$ cat config.mk
export PLATFORM = sky130hd
export DESIGN_NAME = mult_job_sequencer
export DESIGN_NICKNAME = d
export VERILOG_FILES = /design/src/rtl/mult_seq_pkg.sv /design/src/rtl/sync_fifo.sv /design/src/rtl/mult_job_sequencer.sv
export SDC_FILE = /design/constraint.sdc
export NUM_CORES = 1
export LEC_CHECK = 0
export CAP_MARGIN = 40
export CORE_AREA = 4 4 84 125
export CTS_CLUSTER_SIZE = 14
export DETAILED_ROUTE_END_ITERATION = 8
export DIE_AREA = 0 0 88 129
export GPL_ROUTABILITY_DRIVEN = 0
export HOLD_SLACK_MARGIN = 0.15
export PLACE_DENSITY = 0.86
export SYNTH_ARGS = -nofsm -noshare
export SYNTH_HDL_FRONTEND = slang
export SYNTH_SLANG_ARGS = --single-unit
$ cat constraint.sdc
create_clock -name clk -period 2.29 [get_ports clk]
set_input_delay 0.458 -clock clk [delete_from_list [all_inputs] [get_ports clk]]
set_output_delay 0.458 -clock clk [all_outputs]
set_load 0.005 [all_outputs]
$ cat src/rtl/mult_seq_pkg.sv
// mult_seq_pkg: shared types and constants for the multiplier job sequencer.
// Holds the FSM state encoding, the default operand width and the abort-value helper.
package mult_seq_pkg;

   localparam int DEF_DATAWIDTH = 8;
   localparam int MAX_RESULTW   = 64;

   typedef enum logic [1:0] {
      IDLE  = 2'd0,
      START = 2'd1,
      WAIT  = 2'd2,
      OUT   = 2'd3
   } seqState_t;

   // All-ones pattern of the given width (up to MAX_RESULTW bits),
   // reported as the product of an aborted job.
   function automatic logic [MAX_RESULTW-1:0] abortValue(input int width);
      logic [MAX_RESULTW-1:0] v;
      v = '0;
      for (int i = 0; i < MAX_RESULTW; i++) begin
         if (i < width) v[i] = 1'b1;
      end
      return v;
   endfunction

endpackage

$ cat src/rtl/sync_fifo.sv
// sync_fifo: single-clock FIFO, DEPTH entries of WIDTH bits, synchronous active-high reset.
// Ports: clk, Rst, push/pushData, pop/popData (head, combinational), full, empty.
module sync_fifo #(
   parameter int WIDTH = 16,
   parameter int DEPTH = 4
) (
   input  logic             clk,
   input  logic             Rst,
   input  logic             push,
   input  logic [WIDTH-1:0] pushData,
   input  logic             pop,
   output logic [WIDTH-1:0] popData,
   output logic             full,
   output logic             empty
);

   localparam int PW = (DEPTH > 1) ? $clog2(DEPTH) : 1;
   localparam int CW = $clog2(DEPTH + 1);

   logic [WIDTH-1:0] mem [DEPTH];
   logic [PW-1:0]    wrPtr;
   logic [PW-1:0]    rdPtr;
   logic [CW-1:0]    count;
   logic             doPush;
   logic             doPop;

   assign full    = (count == CW'(DEPTH));
   assign empty   = (count == '0);
   // A full FIFO refuses pushes even when a pop frees a slot that cycle.
   assign doPush  = push && !full && !Rst;
   assign doPop   = pop && !empty;
   assign popData = mem[rdPtr];

   // Pointers wrap naturally because DEPTH is a power of two.
   always_ff @(posedge clk) begin
      if (Rst) begin
         wrPtr <= '0;
         rdPtr <= '0;
         count <= '0;
      end else begin
         if (doPush) wrPtr <= wrPtr + PW'(1);
         if (doPop)  rdPtr <= rdPtr + PW'(1);
         unique case ({doPush, doPop})
            2'b10:   count <= count + CW'(1);
            2'b01:   count <= count - CW'(1);
            default: count <= count;
         endcase
      end
   end

   always_ff @(posedge clk) begin
      if (doPush) mem[wrPtr] <= pushData;
   end

endmodule

$ cat src/rtl/mult_job_sequencer.sv
// mult_job_sequencer: queues operand pairs, runs them one at a time on a
// multiplier core (start pulse + held operands), and hands back products.
// Ports: in_* operand handshake, core_* core launch/result, out_* product
// handshake with out_error, job_count (completed jobs mod 256).
// Optional macro MULT_SEQ_TIMEOUT_EN aborts a job after TIMEOUT WAIT cycles.
module mult_job_sequencer
   import mult_seq_pkg::*;
#(
   parameter int DATAWIDTH = DEF_DATAWIDTH,
   parameter int DEPTH     = 4,
   parameter int TIMEOUT   = 64
) (
   input  logic                   clk,
   input  logic                   Rst,
   input  logic                   in_valid,
   output logic                   in_ready,
   input  logic [DATAWIDTH-1:0]   in_a,
   input  logic [DATAWIDTH-1:0]   in_b,
   output logic                   core_start,
   output logic [DATAWIDTH-1:0]   core_opA,
   output logic [DATAWIDTH-1:0]   core_opB,
   input  logic                   core_done,
   input  logic [2*DATAWIDTH-1:0] core_result,
   output logic                   out_valid,
   input  logic                   out_ready,
   output logic [2*DATAWIDTH-1:0] out_result,
   output logic                   out_error,
   output logic [7:0]             job_count
);

   localparam int RW = 2 * DATAWIDTH;

   if ((DEPTH < 2) || ((DEPTH & (DEPTH - 1)) != 0)) begin : gBadDepth
      $error("DEPTH must be a power of two >= 2");
   end
   if (TIMEOUT < 1) begin : gBadTimeout
      $error("TIMEOUT must be >= 1");
   end

   seqState_t            state;
   seqState_t            nextState;
   logic                 fifoFull;
   logic                 fifoEmpty;
   logic                 pushReq;
   logic                 popReq;
   logic [RW-1:0]        fifoData;
   logic [DATAWIDTH-1:0] opA;
   logic [DATAWIDTH-1:0] opB;
   logic [RW-1:0]        resultQ;
   logic [7:0]           jobCount;
   logic                 capture;
   logic                 accept;

   assign in_ready = !fifoFull && !Rst;
   assign pushReq  = in_valid && in_ready;

   sync_fifo #(
      .WIDTH (RW),
      .DEPTH (DEPTH)
   ) uFifo (
      .clk      (clk),
      .Rst      (Rst),
      .push     (pushReq),
      .pushData ({in_a, in_b}),
      .pop      (popReq),
      .popData  (fifoData),
      .full     (fifoFull),
      .empty    (fifoEmpty)
   );

`ifdef MULT_SEQ_TIMEOUT_EN
   localparam int             TCW       = $clog2(TIMEOUT + 1);
   localparam logic [TCW-1:0] LAST      = TCW'(TIMEOUT - 1);
   localparam logic [RW-1:0]  ABORT_VAL = RW'(abortValue(RW));

   logic [TCW-1:0] waitCnt;
   logic           abortNow;
   logic           errorQ;

   // A done arriving on the final WAIT edge takes priority over the abort.
   assign abortNow = (state == WAIT) && !core_done && (waitCnt == LAST);

   always_ff @(posedge clk) begin
      if (Rst) begin
         waitCnt <= '0;
      end else if (state == START) begin
         waitCnt <= '0;
      end else if ((state == WAIT) && !core_done && (waitCnt != LAST)) begin
         waitCnt <= waitCnt + TCW'(1);
      end
   end

   always_ff @(posedge clk) begin
      if (Rst) begin
         errorQ <= 1'b0;
      end else if (capture) begin
         errorQ <= 1'b0;
      end else if (abortNow) begin
         errorQ <= 1'b1;
      end
   end

   assign out_error = errorQ;
`else
   assign out_error = 1'b0;
`endif

   always_ff @(posedge clk) begin
      if (Rst) state <= IDLE;
      else     state <= nextState;
   end

   always_comb begin
      nextState = state;
      popReq    = 1'b0;
      capture   = 1'b0;
      accept    = 1'b0;
      unique case (state)
         IDLE: begin
            if (!fifoEmpty) begin
               popReq    = 1'b1;
               nextState = START;
            end
         end
         START: nextState = WAIT;
         WAIT: begin
            if (core_done) begin
               capture   = 1'b1;
               nextState = OUT;
            end
`ifdef MULT_SEQ_TIMEOUT_EN
            if (abortNow) nextState = OUT;
`endif
         end
         OUT: begin
            if (out_ready) begin
               accept    = 1'b1;
               nextState = IDLE;
            end
         end
         default: nextState = IDLE;
      endcase
   end

   // Operands change only on pop, so the core sees them stable from
   // START until the next job is dequeued.
   always_ff @(posedge clk) begin
      if (Rst) begin
         opA      <= '0;
         opB      <= '0;
         resultQ  <= '0;
         jobCount <= '0;
      end else begin
         if (popReq) {opA, opB} <= fifoData;
         if (capture) resultQ <= core_result;
`ifdef MULT_SEQ_TIMEOUT_EN
         else if (abortNow) resultQ <= ABORT_VAL;
`endif
         if (accept) jobCount <= jobCount + 8'd1;
      end
   end

   assign core_start = (state == START);
   assign core_opA   = opA;
   assign core_opB   = opB;
   assign out_valid  = (state == OUT);
   assign out_result = resultQ;
   assign job_count  = jobCount;

endmodule

==> impl_metrics.py <==
metrics = {
    "yosys": {
        "synth_cell_type_count": 39,
        "avgSynthCellArea_sq_um": 14.6,
        "syn_nets": 347,
        "ys_warn_count": 0,
        "syn_area_sq_um": 4360,
        "synth_seq_cells": 113,
        "ys_seq_area_share_pct": 66.6,
        "netlist_instances": 298,
    },
    "global_route": {
        "grt_use_total_pct": 16.2,
        "grt_start_max_net_pins": 36,
        "first_global_vias": 2769,
        "grt_pass1_wl_mm": 13.5,
        "grt-ovfl-total": 0,
        "antenna_found_initial": 0,
    },
    "sta": {
        "fin_skew_ps": 14.2,
        "setup_viol": 0,
        "slew_violations": 0,
        "final_hold_viol_count": 0,
        "max_freq_ghz": 0.455,
        "period_needed_ps": 2200,
        "tightest_slew_ps": 751,
        "rsz0062_at_grt": "no",
        "finalCritPeriodShare_pct": 96.0,
        "worst_slack_ps": 92.1,
        "slew_headroom_pct": 49.9,
    },
    "clock_tree": {
        "root_buffer": "clkbuf_16",
        "htree_levels": 4,
        "cts_sinks": 113,
        "cts_tree": "done",
        "cts_setup_buffers": 0,
        "path_clk_slew_ps": 50,
        "cts_resized": 1,
        "cts_buffers": 17,
        "cts_buffer_depth": 2,
        "clk_latency_ps": 410,
        "postCtsHoldBufs": 0,
    },
    "worst_hold_path": {
        "hold_class": "flip-flop to flip-flop",
        "min_from": "out_result[8]",
    },
    "route": {
        "via_per_inst": 5.27,
        "wl_per_cell_um": 16.5,
        "first_pass_iters": 6,
        "route.detailed.drc": 0,
        "wl_mm": 8.55,
        "vias": 2723,
        "drtAntennaViolNets": 0,
        "drt_iter0_markers": 90,
    },
    "placement": {
        "dp_hpwl_mm": 5.79,
        "dpl.cell_count": 486,
        "io_buffer_count": 79,
        "dp_slack_ps": -114,
    },
    "die": {
        "start_util_pct": 46.8,
        "core_sq_um": 9310,
        "die_area_sq_um": 11400,
        "die_y_um": 129,
        "die_w_um": 88,
        "placementRows": 43,
        "io_pins": 81,
    },
    "pwr": {
        "power.switching_mw": 1.68,
        "power_frac_comb_pct": 20.8,
        "internal_power_mw": 5.27,
        "vdd_drop_max_uv": 724,
        "p_sw_share_pct": 24.1,
        "power.leakage_nw": 2.12,
        "sequentialPowerShare_pct": 38.0,
        "power_density_nw_per_um2": 1160,
        "pwr-share-clk_pct": 41.2,
    },
    "critical_path": {
        "critPathCaptureType": "primary output",
        "cp-start-kind": "primary input",
        "crit_fanout": 35,
        "worstSetupPathType": "primary input to primary output",
        "arrival_ps": 1740,
        "crit_path_start": "Rst",
        "critical_path_required_ps": 1830,
        "r2r-start": "state[0]",
    },
    "final_layout": {
        "drive_above_1_share_pct": 11.9,
        "final_common_cell": "clkdlybuf4s50_1",
        "n_antenna_cell": 0,
        "utilization_pct": 64.1,
        "area_growth_pct": 36.9,
        "nNetsFinal": 442,
        "fill_cells": 656,
        "instances_no_fill": 517,
        "layout_common_cells": "79 x clkdlybuf4s50_1, 64 x edfxtp_1, 49 x dfxtp_1",
    },
    "status": {
        "status": "completed",
    },
    "job": {
        "cap_violations": 0,
    },
}
area by class of cell:
cell class                 instances  area (sq um)  share of cell area [%]
inverter                          10          37.5                   0.629
clock buffer                      18           429                    7.20
multi-input combinational        160          1330                    22.2
sequential                       113          2900                    48.7
timing repair buffer              91           913                    15.3
tap                              112           140                    2.35
clock inverter                    13           216                    3.63
final timing paths:
check              endpoint  slack, ps  cells after the start
max                in_ready         90                      4
min           out_result[8]        460                      2
max reg2reg  uFifo.count[2]        110                      8
min reg2reg   out_result[8]        460                      2
metrics by stage:
stage          setup TNS (ps)  hold WS [ps]  power [mW]  instance area, sq um
3_5_place_dp             -129           451        4.15                  5310
3_3_place_gp            -73.7           443        4.08                  5310
5_1_grt                     0           477        7.25                  5960
6_report                    0           456        6.94                  5960
2_1_floorplan               0           453        3.51                  4360
4_1_cts                     0           459        7.02                  5960
flip-flops by register name (all words and copies together), names as in the netlist, 3 cells and up:
signal and count:
core_opA 8, out_result 16, job_count 8, uFifo.count 3
uFifo.mem 64, core_opB 8
synthesized netlist by cell type:
cell type / number / share of area (%)
a21oi_1: 21 / 2.4
a222oi_1: 1 / 0.23
a22o_1: 16 / 3.2
and2_1: 6 / 0.86
and3_1: 1 / 0.14
buf_1: 2 / 0.17
buf_2: 3 / 0.34
buf_4: 1 / 0.17
buf_6: 3 / 0.78
clkbuf_1: 5 / 0.43
clkbuf_4: 1 / 0.17
conb_1: 1 / 0.086
dfxtp_1: 49 / 23
edfxtp_1: 64 / 44
fa_1: 1 / 0.46
ha_1: 11 / 3.2
inv_1: 10 / 0.86
mux2_2: 3 / 0.78
mux2i_1: 4 / 0.92
mux4_1: 11 / 6.6
mux4_2: 5 / 2.6
nand2_1: 40 / 3.4
nand3_1: 3 / 0.34
nand4_1: 2 / 0.29
nor2_1: 10 / 0.86
nor2_2: 1 / 0.14
nor2b_1: 2 / 0.29
nor3_1: 1 / 0.11
nor3b_1: 1 / 0.17
nor3b_2: 1 / 0.29
nor4_1: 1 / 0.14
o21ai_0: 4 / 0.46
o311ai_0: 1 / 0.20
o31a_1: 1 / 0.20
o31ai_1: 1 / 0.17
or3_1: 3 / 0.43
or4_1: 1 / 0.17
xnor2_1: 3 / 0.60
xor2_1: 3 / 0.60
cell families (layout without fill, tap and decap cells):
kind of cell	Yosys count	in the layout	share of synthesized area, %
AOI/OAI and AO/OA	45	45	6.89
and+or+nand+nor	73	73	7.70
adders and majority gates	12	12	3.62
xor gates and xnor gates	6	6	1.21
DFF	113	113	66.6
other	1	1	0.0861
buffers and inverters	25	132	2.93
muxes	23	23	10.9
per-layer routing:
metal | vias to the layer above | routed length [um] | global-route usage [%]
met4 | 0 | 142 | 7.05
met2 | 85 | 4540 | 28.2
met1 | 1320 | 3240 | 17.4
met5 | - | 0 | 0
met3 | 13 | 622 | 5.96
li1 | 1305 | - | -
power groups by stage:
stage               combinational (mW)  clock, mW  sequential [mW]
finish                            1.45       2.86             2.64
CTS                               1.48       2.91             2.64
floorplan                        0.879          0             2.63
global route                      1.59       3.00             2.67
global placement                  1.42          0             2.66
detailed placement                1.47          0             2.68
worst max-delay path, stage by stage:
cell	delay [ps]
clkdlybuf4s50_1	520
buf_8	240
nor2_1	70
clkdlybuf4s50_1	450
Note: power is estimated with default switching activity, not from simulation.
